<file path="src/rtl/multicycle_ctrl_fsm.sv">
// -----------------------------------------------------------------------------
// multicycle_ctrl_fsm
// Control unit for a multi-cycle RV32I datapath. A single FSM steps every
// instruction through IDLE/FETCH/DECODE/EXEC/MEM/WB (or TRAP on an illegal
// encoding) and drives the datapath mux selects and write strobes per state.
//
// Parameters
//   MEM_HANDSHAKE  1: memory accesses finish on mem_ready
//                  0: accesses take exactly MEM_LAT cycles, mem_ready ignored
//   MEM_LAT        access length in cycles when MEM_HANDSHAKE=0 (>=1)
//   TRAP_STICKY    1: TRAP is held until reset
//                  0: TRAP lasts one cycle, loads the trap vector, then FETCH
//
// Ports
//   clk, rst_n                   clock (rising edge), async active-low reset
//   opcode/funct3/funct7         instruction register fields
//   mem_ready                    imem/dmem access complete
//   branch_taken                 ALU compare result, sampled in EXEC
//   stall                        freeze FSM and suppress write strobes
//   imem_req, mem_read/write     memory requests (levels)
//   ir_write, pc_write, reg_write  write strobes
//   pc_src, alu_src_a/b, alu_op, wb_sel  datapath mux selects
//   illegal_instr                high while in TRAP
//   state_o                      current state (IDLE=0 .. TRAP=6)
// -----------------------------------------------------------------------------
module multicycle_ctrl_fsm #(
    parameter bit          MEM_HANDSHAKE = 1'b1,
    parameter int unsigned MEM_LAT       = 1,
    parameter bit          TRAP_STICKY   = 1'b1
) (
    input  logic       clk,
    input  logic       rst_n,
    input  logic [6:0] opcode,
    input  logic [2:0] funct3,
    input  logic [6:0] funct7,
    input  logic       mem_ready,
    input  logic       branch_taken,
    input  logic       stall,
    output logic       imem_req,
    output logic       ir_write,
    output logic       pc_write,
    output logic [1:0] pc_src,
    output logic       alu_src_a,
    output logic [1:0] alu_src_b,
    output logic [1:0] alu_op,
    output logic       mem_read,
    output logic       mem_write,
    output logic [1:0] wb_sel,
    output logic       reg_write,
    output logic       illegal_instr,
    output logic [2:0] state_o
);

    localparam int unsigned CNT_W = (MEM_LAT > 1) ? $clog2(MEM_LAT) : 1;
    localparam logic [CNT_W-1:0] LAST_CNT = CNT_W'(MEM_LAT - 1);
    localparam logic [CNT_W-1:0] CNT_ONE  = CNT_W'(1);

    typedef enum logic [2:0] {
        S_IDLE = 3'd0, S_FETCH = 3'd1, S_DECODE = 3'd2, S_EXEC = 3'd3,
        S_MEM  = 3'd4, S_WB    = 3'd5, S_TRAP   = 3'd6
    } state_e;

    typedef enum logic [3:0] {
        C_LUI = 4'd0, C_AUIPC = 4'd1, C_JAL = 4'd2, C_JALR = 4'd3, C_BR  = 4'd4,
        C_LD  = 4'd5, C_ST    = 4'd6, C_OPI = 4'd7, C_OP   = 4'd8, C_ILL = 4'd9
    } class_e;

    state_e           state_q, state_d;
    class_e           class_q, class_d;
    class_e           decoded_s;
    logic [CNT_W-1:0] cnt_q, cnt_d;
    logic             access_done_s;
    logic             ir_write_s, pc_write_s, reg_write_s;

    // Instruction classification; reserved funct fields make an encoding illegal.
    function automatic class_e classify(input logic [6:0] op, input logic [2:0] f3,
                                        input logic [6:0] f7);
        class_e c;
        case (op)
            7'b0110111: c = C_LUI;
            7'b0010111: c = C_AUIPC;
            7'b1101111: c = C_JAL;
            7'b1100111: c = C_JALR;
            7'b1100011: c = ((f3 == 3'b010) || (f3 == 3'b011)) ? C_ILL : C_BR;
            7'b0000011: c = C_LD;
            7'b0100011: c = C_ST;
            7'b0010011: c = C_OPI;
            7'b0110011: c = ((f7 == 7'b0000000) || (f7 == 7'b0100000)) ? C_OP : C_ILL;
            default:    c = C_ILL;
        endcase
        return c;
    endfunction

    assign decoded_s = classify(opcode, funct3, funct7);

    // Memory access completion: handshake, or the wait counter reaching its last cycle.
    always_comb begin
        if (MEM_HANDSHAKE) begin
            access_done_s = mem_ready;
        end else begin
            access_done_s = (cnt_q == LAST_CNT);
        end
    end

    // State, latched instruction class and wait counter.
    always_ff @(posedge clk or negedge rst_n) begin
        if (!rst_n) begin
            state_q <= S_IDLE;
            class_q <= C_LUI;
            cnt_q   <= {CNT_W{1'b0}};
        end else begin
            state_q <= state_d;
            class_q <= class_d;
            cnt_q   <= cnt_d;
        end
    end

    // Next-state logic; stall freezes state and counter, and hides mem_ready.
    always_comb begin
        state_d = state_q;
        class_d = class_q;
        cnt_d   = cnt_q;
        if (stall) begin
            state_d = state_q;
        end else begin
            case (state_q)
                S_IDLE:   state_d = S_FETCH;
                S_FETCH:  state_d = access_done_s ? S_DECODE : S_FETCH;
                S_DECODE: begin
                    class_d = decoded_s;
                    state_d = (decoded_s == C_ILL) ? S_TRAP : S_EXEC;
                end
                S_EXEC: begin
                    case (class_q)
                        C_BR:       state_d = S_FETCH;
                        C_LD, C_ST: state_d = S_MEM;
                        default:    state_d = S_WB;
                    endcase
                end
                S_MEM: begin
                    if (access_done_s) begin
                        state_d = (class_q == C_ST) ? S_FETCH : S_WB;
                    end else begin
                        state_d = S_MEM;
                    end
                end
                S_WB:     state_d = S_FETCH;
                S_TRAP:   state_d = TRAP_STICKY ? S_TRAP : S_FETCH;
                default:  state_d = S_IDLE;
            endcase
            // The counter measures time spent in the current state only.
            if (state_d != state_q) begin
                cnt_d = {CNT_W{1'b0}};
            end else if ((state_q == S_FETCH) || (state_q == S_MEM)) begin
                cnt_d = cnt_q + CNT_ONE;
            end else begin
                cnt_d = cnt_q;
            end
        end
    end

    // Datapath controls from state and latched class; strobes are gated by stall below.
    always_comb begin
        imem_req      = 1'b0;
        ir_write_s    = 1'b0;
        pc_write_s    = 1'b0;
        pc_src        = 2'b00;
        alu_src_a     = 1'b0;
        alu_src_b     = 2'b00;
        alu_op        = 2'b00;
        mem_read      = 1'b0;
        mem_write     = 1'b0;
        wb_sel        = 2'b00;
        reg_write_s   = 1'b0;
        illegal_instr = 1'b0;
        case (state_q)
            S_FETCH: begin
                imem_req   = 1'b1;
                ir_write_s = access_done_s;
                pc_write_s = access_done_s;
            end
            S_EXEC: begin
                case (class_q)
                    C_BR: begin
                        alu_op     = 2'b01;
                        pc_write_s = branch_taken;
                        pc_src     = 2'b01;
                    end
                    C_JAL, C_JALR: begin
                        alu_src_a  = (class_q == C_JAL);
                        alu_src_b  = 2'b01;
                        pc_write_s = 1'b1;
                        pc_src     = 2'b10;
                    end
                    C_LD, C_ST: alu_src_b = 2'b01;
                    C_OP:       alu_op    = 2'b10;
                    C_OPI: begin
                        alu_op    = 2'b10;
                        alu_src_b = 2'b01;
                    end
                    C_LUI: begin
                        alu_op    = 2'b11;
                        alu_src_b = 2'b01;
                    end
                    C_AUIPC: begin
                        alu_src_a = 1'b1;
                        alu_src_b = 2'b01;
                    end
                    default: alu_op = 2'b00;
                endcase
            end
            S_MEM: begin
                mem_read  = (class_q == C_LD);
                mem_write = (class_q == C_ST);
            end
            S_WB: begin
                reg_write_s = 1'b1;
                case (class_q)
                    C_LD:          wb_sel = 2'b01;
                    C_JAL, C_JALR: wb_sel = 2'b10;
                    default:       wb_sel = 2'b00;
                endcase
            end
            S_TRAP: begin
                illegal_instr = 1'b1;
                if (TRAP_STICKY) begin
                    pc_write_s = 1'b0;
                end else begin
                    pc_write_s = 1'b1;
                    pc_src     = 2'b11;
                end
            end
            default: imem_req = 1'b0;
        endcase
    end

    assign ir_write  = ir_write_s  & ~stall;
    assign pc_write  = pc_write_s  & ~stall;
    assign reg_write = reg_write_s & ~stall;
    assign state_o   = state_q;

endmodule

</file>
<file path="config.mk">
export PLATFORM = sky130hd
export DESIGN_NAME = multicycle_ctrl_fsm
export DESIGN_NICKNAME = d
export VERILOG_FILES = /design/src/rtl/multicycle_ctrl_fsm.sv
export SDC_FILE = /design/constraint.sdc
export NUM_CORES = 1
export LEC_CHECK = 0
export ABC_CLOCK_PERIOD_IN_PS = 1500
export CAP_MARGIN = 20
export CORE_UTILIZATION = 36
export DETAILED_ROUTE_END_ITERATION = 16
export HOLD_SLACK_MARGIN = 0.03
export MAX_ROUTING_LAYER = met4
export PLACE_DENSITY_LB_ADDON = 0.08
export SYNTH_ARGS = -nofsm -noshare
export SYNTH_HDL_FRONTEND = slang
export SYNTH_SLANG_ARGS = --single-unit
</file>
<file path="constraint.sdc">
create_clock -name clk -period 1.5 [get_ports clk]
set_input_delay 0.225 -clock clk [delete_from_list [all_inputs] [get_ports clk]]
set_output_delay 0.225 -clock clk [all_outputs]
set_load 0.02 [all_outputs]
</file>
Word-level counts from Yosys, hierarchy flattened --
Index checks and enable logic that the tools add are counted.
Word-level totals: logic and storage cells 71, register bits after elaboration 7, output and inout bits 19, bits of input ports 22
Operators by class: reductions and logical operators 11, eq/ne operators 27, bitwise operators 4, mux-type cells 27
Operators by type and width (number):
- $pmux 4 s9 | 1
- $eq 7x6->1 const B | 4
- $eq 7x7->1 const B | 3
- $pmux 3 s6 | 1
- $eq 4x3->1 const B | 4
- $eq 7x5->1 const B | 2
- $eq 3x2->1 const B | 4
- $mux 1 | 10
- $eq 3x3->1 const B | 3
- $mux 3 | 3
- $eq 4x2->1 const B | 2
- $eq 4x4->1 const B | 2
- $mux 2 | 4
- $pmux 2 s2 | 2
- $reduce_or 2->1 | 4
- $eq 7x2->1 const B | 1
- $logic_not 7->1 | 1
- $reduce_or 7->1 | 1
- $pmux 1 s2 | 3
- $pmux 2 s3 | 1
- $pmux 3 s2 | 1
- $eq 4x1->1 const B | 1
- $logic_not 4->1 | 1
- $mux 4 | 1
- other kinds (6) | 9

Logic depth before layout (Yosys ltp) --
Gate-level depths: netlist of the first run.
depth after elaboration 7, depth in mapped cells 5, gate-level depth less buffers 4

Worst setup path before layout of the first run --
Ideal clock, no wire load.
kind register to output, start point reg state_q[1], in the netlist state_o[1], end point out pc_src[0], data required time 1.275 ns, path buffers 1, arrival 1.856 ns, path slack -0.581 ns, stages on the path, launching flop included 5, cell sequence dfrtp_1 clkbuf_1 nand3b_1 or2_2 nor4_1
Between the ends: word-level cells in the longest chain between the ends 2
Ends and longest elaborated chain:
- from (decl) | RTL line 68 | state_e state_q, state_d;
- from (signal assigned) | RTL line 112 | state_q <= state_d;
- $eq 3x2->1 | RTL line 176 | case (state_q)
- $mux 2
- to (decl) | RTL line 42 | output logic [1:0] pc_src,
No other way between the ends.

Worst setup path after layout of the first run --
start point reg state_q[2], in the netlist state_o[2], end point out alu_src_a
Between the ends: word-level cells in the longest chain between the ends 2
Ends and longest elaborated chain:
- $eq 3x2->1 | RTL line 176
- $mux 1 | RTL line 176
- to (decl) | RTL line 43 | output logic alu_src_a,
No other way between the ends.

==> results of run 1 <==
==> how the worst max path moves through the flow <==
stage,cells after the start,startpoint,endpoint
after floorplan,5,class_q[1],pc_write
after global placement,6,branch_taken,pc_write
after detailed placement,6,branch_taken,pc_write
after CTS,4,state_o[2],alu_src_a
after global routing,4,state_o[2],pc_src[0]
final,4,state_o[2],alu_src_a
==> layout make-up <==
| cell class | count | area share, % |
|---|---|---|
| Timing Repair Buffer | 78 | 41.2 |
| Clock buffer | 4 | 1.53 |
| Tap cell | 27 | 1.96 |
| Inverter | 6 | 1.31 |
| Sequential cell | 7 | 10.6 |
| Multi-Input combinational cell | 86 | 43.4 |
==> metal layers <==
metal  wire, um  share of wire (%)  vias to the layer above
met3        123                3.8                        7
met5          0                  0                        -
met4         77                2.4                        0
met1       1290                 40                      558
li1           -                  -                      554
met2       1710                 53                       50
==> state kept, by name, summed over array words and instances, names as in the netlist <==
signal and count:
class_q 4, state_o 3
==> Yosys cell counts, drive strengths merged, types with 3 or more instances <==
master / count / area share [%]
nand2b: 4 / 3.0
o21ai: 5 / 3.0
nand4: 3 / 2.3
a21oi: 4 / 2.4
nand3b: 3 / 2.7
nor2: 11 / 5.0
clkbuf: 4 / 1.8
inv: 6 / 2.7
buf: 7 / 5.3
nor3: 6 / 3.6
dfrtp: 7 / 21
o22ai: 3 / 2.3
nand2: 5 / 2.3
nor2b: 4 / 3.0
==> critical path, cell delays in order (launching register included) <==
cell and delay [ps]:
dfrtp_2 400, nand3b_1 170, or2_4 310, nor3_4 200
buf_6 130
==> where the power goes <==
part | total [uW] | leakage [uW] | switching (uW) | internal, uW
Sequential | 361 | 0.0000777 | 92.5 | 269
Clock | 178 | 0.0000150 | 75.7 | 102
Combinational | 1620 | 0.000605 | 800 | 825
==> stage by stage <==
stage / setup slack, ps / TNS [ps] / instance area [um^2]
5_1_grt: -274 / -2710 / 1720
3_3_place_gp: -534 / -5790 / 1500
2_1_floorplan: -124 / -431 / 921
3_5_place_dp: -566 / -6010 / 1500
6_report: -204 / -1900 / 1720
4_1_cts: -182 / -1350 / 1550
==> what timing repair did <==
action,in CTS,in global routing
setup endpoints to repair,21,18
gates resized for setup,98,28
pin swaps,10,7
setup buffers,2,7
cloned,1,1
==> cells by family after synthesis <==
| family | share of synthesized area, % |
|---|---|
| and+or+nand+nor | 39.2 |
| xor gates and xnor gates | 2.12 |
| DFF | 21.2 |
| AOI/OAI and AO/OA | 27.2 |
| buffers and inverters | 9.86 |
| other | 0.455 |
==> run metrics, run 1 <==
status finished with violations; failing checks setup timing; sequential share of the synthesized area 21.2%; Final Cycle Share 114%; top_reg_cell synth dfrtp_1; Hold Vio Cnt, Final 0; Detail Placement HPWL 2000 um; fraction of registers with async set/reset 100%; EDFF count, synth 0; cts hold-fix bufs 0; IO Port Bufs 37; vias in the first global route 1,020; Worst EP required 1270 ps; DRC Markers 0; synth unique cells 47; Final Max Tran Viols 0; Worst-path clk slew 50 ps; vias per cell 5.62; count of non-filler cells in the finished layout 208; reg2reg start state_o[2]; Worst R2R End class_q[0]; CTS Root Cell clkbuf_4; Site Rows 16; setup ws final -204 ps; number of sinks on the clock net 7; Post-Syn Nets 132; min cycle time layout 1700 ps; FF/Latch Area 183 um^2; GRT met1 Usage 25.0%; cell depth of the worst flop-to-flop path 6; largest net degree at the start of global routing 15; vias 1,169; commonest non-fill, non-tap cell in the layout buf_4; final wirelength 3210 um; GRT Total Usage 23.2%; yosys warns 0; Pleak 0.000698 uW; Critical Path Start Type register; synthesized area 825 um^2; io pins 41; Worst VDD drop 0.883 mV; RD Place Congestion 0.829; multi-input logic area 747 um^2; Starting Density 40.0%; Pwr Total 2160 uW; post-synthesis cell count 110; Antenna Cells 0; placed cells 196; Worst Hold Class in2async; Area Overhead vs Synth 109%; fmax 0.587 GHz; Pre-Repair DR Iteration Count 5; most frequent cells in the layout buf_4 (36), clkdlybuf4s50_1 (16), buf_6 (16); setup violators final 18; H-tree depth 1; GR Layer Usage met2 43.0%; Crit Path Category reg2out; initial antenna violation count 0; Post-Route Utilization 83.5%; DIE WIDTH 49.9 um; first-pass GRT wire length 4330 um; max-cap violations 0; antenna-violating nets left 0; P per Cell Area 1260 mW/mm^2; die height 49.9 um; RSZ-0062 raised after global routing yes; Seq cells post-synth 7; share of cells above drive strength 1 50.8%; Total Nets Final 204; Max Clock Skew 3.69 ps; GR peak layer met2; Avg Synthesized Cell Area 7.50 um^2; die area 0.00249 mm^2; filler cell count in the final layout 135; reg2reg setup slack -190 ps; DRT iter0 DRCs 32; GR met3 Demand/Resource 1.85%; Congestion Overflow GR 0; WL/cell 15.4 um; clock latency on the worst-skew pair 260 ps; largest buffer count on any clock path 2; Crit. End Element primary output; Max FO, Critical Path 5; CTS tree built; hold_ws 215 ps; TritonCTS buffer count 3; core area 0.00206 mm^2; CP arrival 1480 ps
Note: power is estimated with default switching activity, not from simulation.
==> run 2, diff against run 1 <==
--- a/config.mk
+++ b/config.mk
@@ -8,10 +8,12 @@
 export ABC_CLOCK_PERIOD_IN_PS = 1500
 export CAP_MARGIN = 20
 export CORE_UTILIZATION = 36
+export CTS_CLUSTER_SIZE = 24
 export DETAILED_ROUTE_END_ITERATION = 16
 export HOLD_SLACK_MARGIN = 0.03
 export MAX_ROUTING_LAYER = met4
 export PLACE_DENSITY_LB_ADDON = 0.08
+export SKIP_LAST_GASP = 1
 export SYNTH_ARGS = -nofsm -noshare
 export SYNTH_HDL_FRONTEND = slang
 export SYNTH_SLANG_ARGS = --single-unit
==> run 2 against run 1 <==
The flow still finishes with violations (setup timing). Global-route usage decreased by 0.18 points. Worst setup slack got worse by 54 ps. Utilization decreased by 5.1 points. Flip-flop and latch count unchanged. Power decreased by 12%. Highest routed layer unchanged.
==> run metrics, run 2 (synthesis results as in run 1) <==
status finished with violations; failing checks setup timing; count of non-filler cells in the finished layout 203; Total Nets Final 199; Hold Vio Cnt, Final 0; Crit. End Element primary output; CP arrival 1530 ps; Worst Hold Class in2async; die height 49.9 um; GRT Total Usage 23.1%; DRT iter0 DRCs 39; Area Overhead vs Synth 96.1%; die area 0.00249 mm^2; min cycle time layout 1760 ps; most frequent cells in the layout buf_4 (36), clkdlybuf4s50_1 (15), buf_6 (10); Final Cycle Share 117%; CTS Root Cell clkbuf_4; fmax 0.569 GHz; IO Port Bufs 37; DRC Markers 0; Worst-path clk slew 60 ps; initial antenna violation count 0; Largest register FFs 4; Pleak 0.000655 uW; DIE WIDTH 49.9 um; io pins 41; vias per cell 5.52; Pwr Total 1900 uW; setup ws final -259 ps; clock latency on the worst-skew pair 260 ps; max-cap violations 0; vias 1,120; largest buffer count on any clock path 2; antenna-violating nets left 0; core area 0.00206 mm^2; Pre-Repair DR Iteration Count 4; WL/cell 13.5 um; commonest non-fill, non-tap cell in the layout buf_4; share of cells above drive strength 1 46.6%; Detail Placement HPWL 2000 um; setup violators final 15; filler cell count in the final layout 150; placed cells 196; Final Max Tran Viols 0; largest net degree at the start of global routing 15; number of sinks on the clock net 7; Worst VDD drop 0.735 mV; vias in the first global route 1,008; Site Rows 16; Critical Path Start Type register; RD Place Congestion 0.829; final wirelength 2740 um; Antenna Cells 0; Worst EP required 1270 ps; P per Cell Area 1180 mW/mm^2; Crit Path Category reg2out; CTS tree built; Sum Neg Setup Slack -1820 ps; H-tree depth 1; RSZ-0062 raised after global routing yes; Max Clock Skew 11.4 ps; Congestion Overflow GR 0; Starting Density 40.0%; Largest Register class_q; cts hold-fix bufs 0; Max FO, Critical Path 6; first-pass GRT wire length 4290 um; TritonCTS buffer count 3
[run 2: layout make-up]
type / count / area [um^2] / area share (%)
Tap cell: 27 / 33.8 / 2.09
Sequential cell: 7 / 181 / 11.2
Clock buffer: 4 / 26.3 / 1.63
Inverter: 6 / 22.5 / 1.39
Multi-Input combinational cell: 86 / 713 / 44.1
Timing Repair Buffer: 73 / 639 / 39.6
[run 2: metal layers]
metal / up-vias / global-route usage [%] / wire (um) / part of all wire [%]
li1: 541 / - / - / -
met1: 522 / 25.2 / 1150 / 42
met2: 53 / 42.1 / 1450 / 53
met3: 4 / 1.85 / 114 / 4.2
met4: 0 / 10.0 / 27 / 0.99
met5: - / - / 0 / 0
[run 2: power by group]
group | leakage, uW | total (uW) | internal (uW) | switching, uW
sequential | 0.0000784 | 337 | 266 | 70.9
combinational | 0.000561 | 1380 | 677 | 701
clock | 0.0000150 | 185 | 102 | 83.1
total | 0.000655 | 1900 | 1050 | 855
[run 2: path summary, 6_finish.rpt]
check	start	to	slack, ps	cells past startpoint
hold reg to reg	class_q[0]	class_q[0]	690	2
max in group asynchronous	rst_n	state_o[1]	1040	1
setup reg to reg	state_o[2]	class_q[0]	-150	6
hold / removal	rst_n	class_q[3]	210	1
min in group clk	class_q[0]	class_q[0]	690	2
setup / recovery	class_q[2]	mem_read	-260	4
[run 2: stage by stage]
stage | util, % | worst slack (ps) | hold WS [ps] | cell area [um^2]
2_1_floorplan | - | -124 | -70.6 | 921
3_3_place_gp | 72.7 | -534 | 495 | 1500
3_5_place_dp | 72.7 | -566 | 499 | 1500
4_1_cts | 75.0 | -182 | 224 | 1550
5_1_grt | 78.4 | -302 | 233 | 1620
6_report | 78.4 | -259 | 205 | 1620
[run 2: critical path, cell delays in order (launching register included)]
cell and delay (ps):
dfrtp_2 410, nor2b_2 200, nand4b_1 150, nor3_1 210, clkdlybuf4s15_2 290
[run 2: what timing repair did]
item                                    CTS  global route
pin swaps                                10             7
endpoints found under the setup margin   21            18
cloned                                    1             0
gates resized for setup                  92            17
buffers inserted                          2             2
endpoints found under the hold margin     0             0
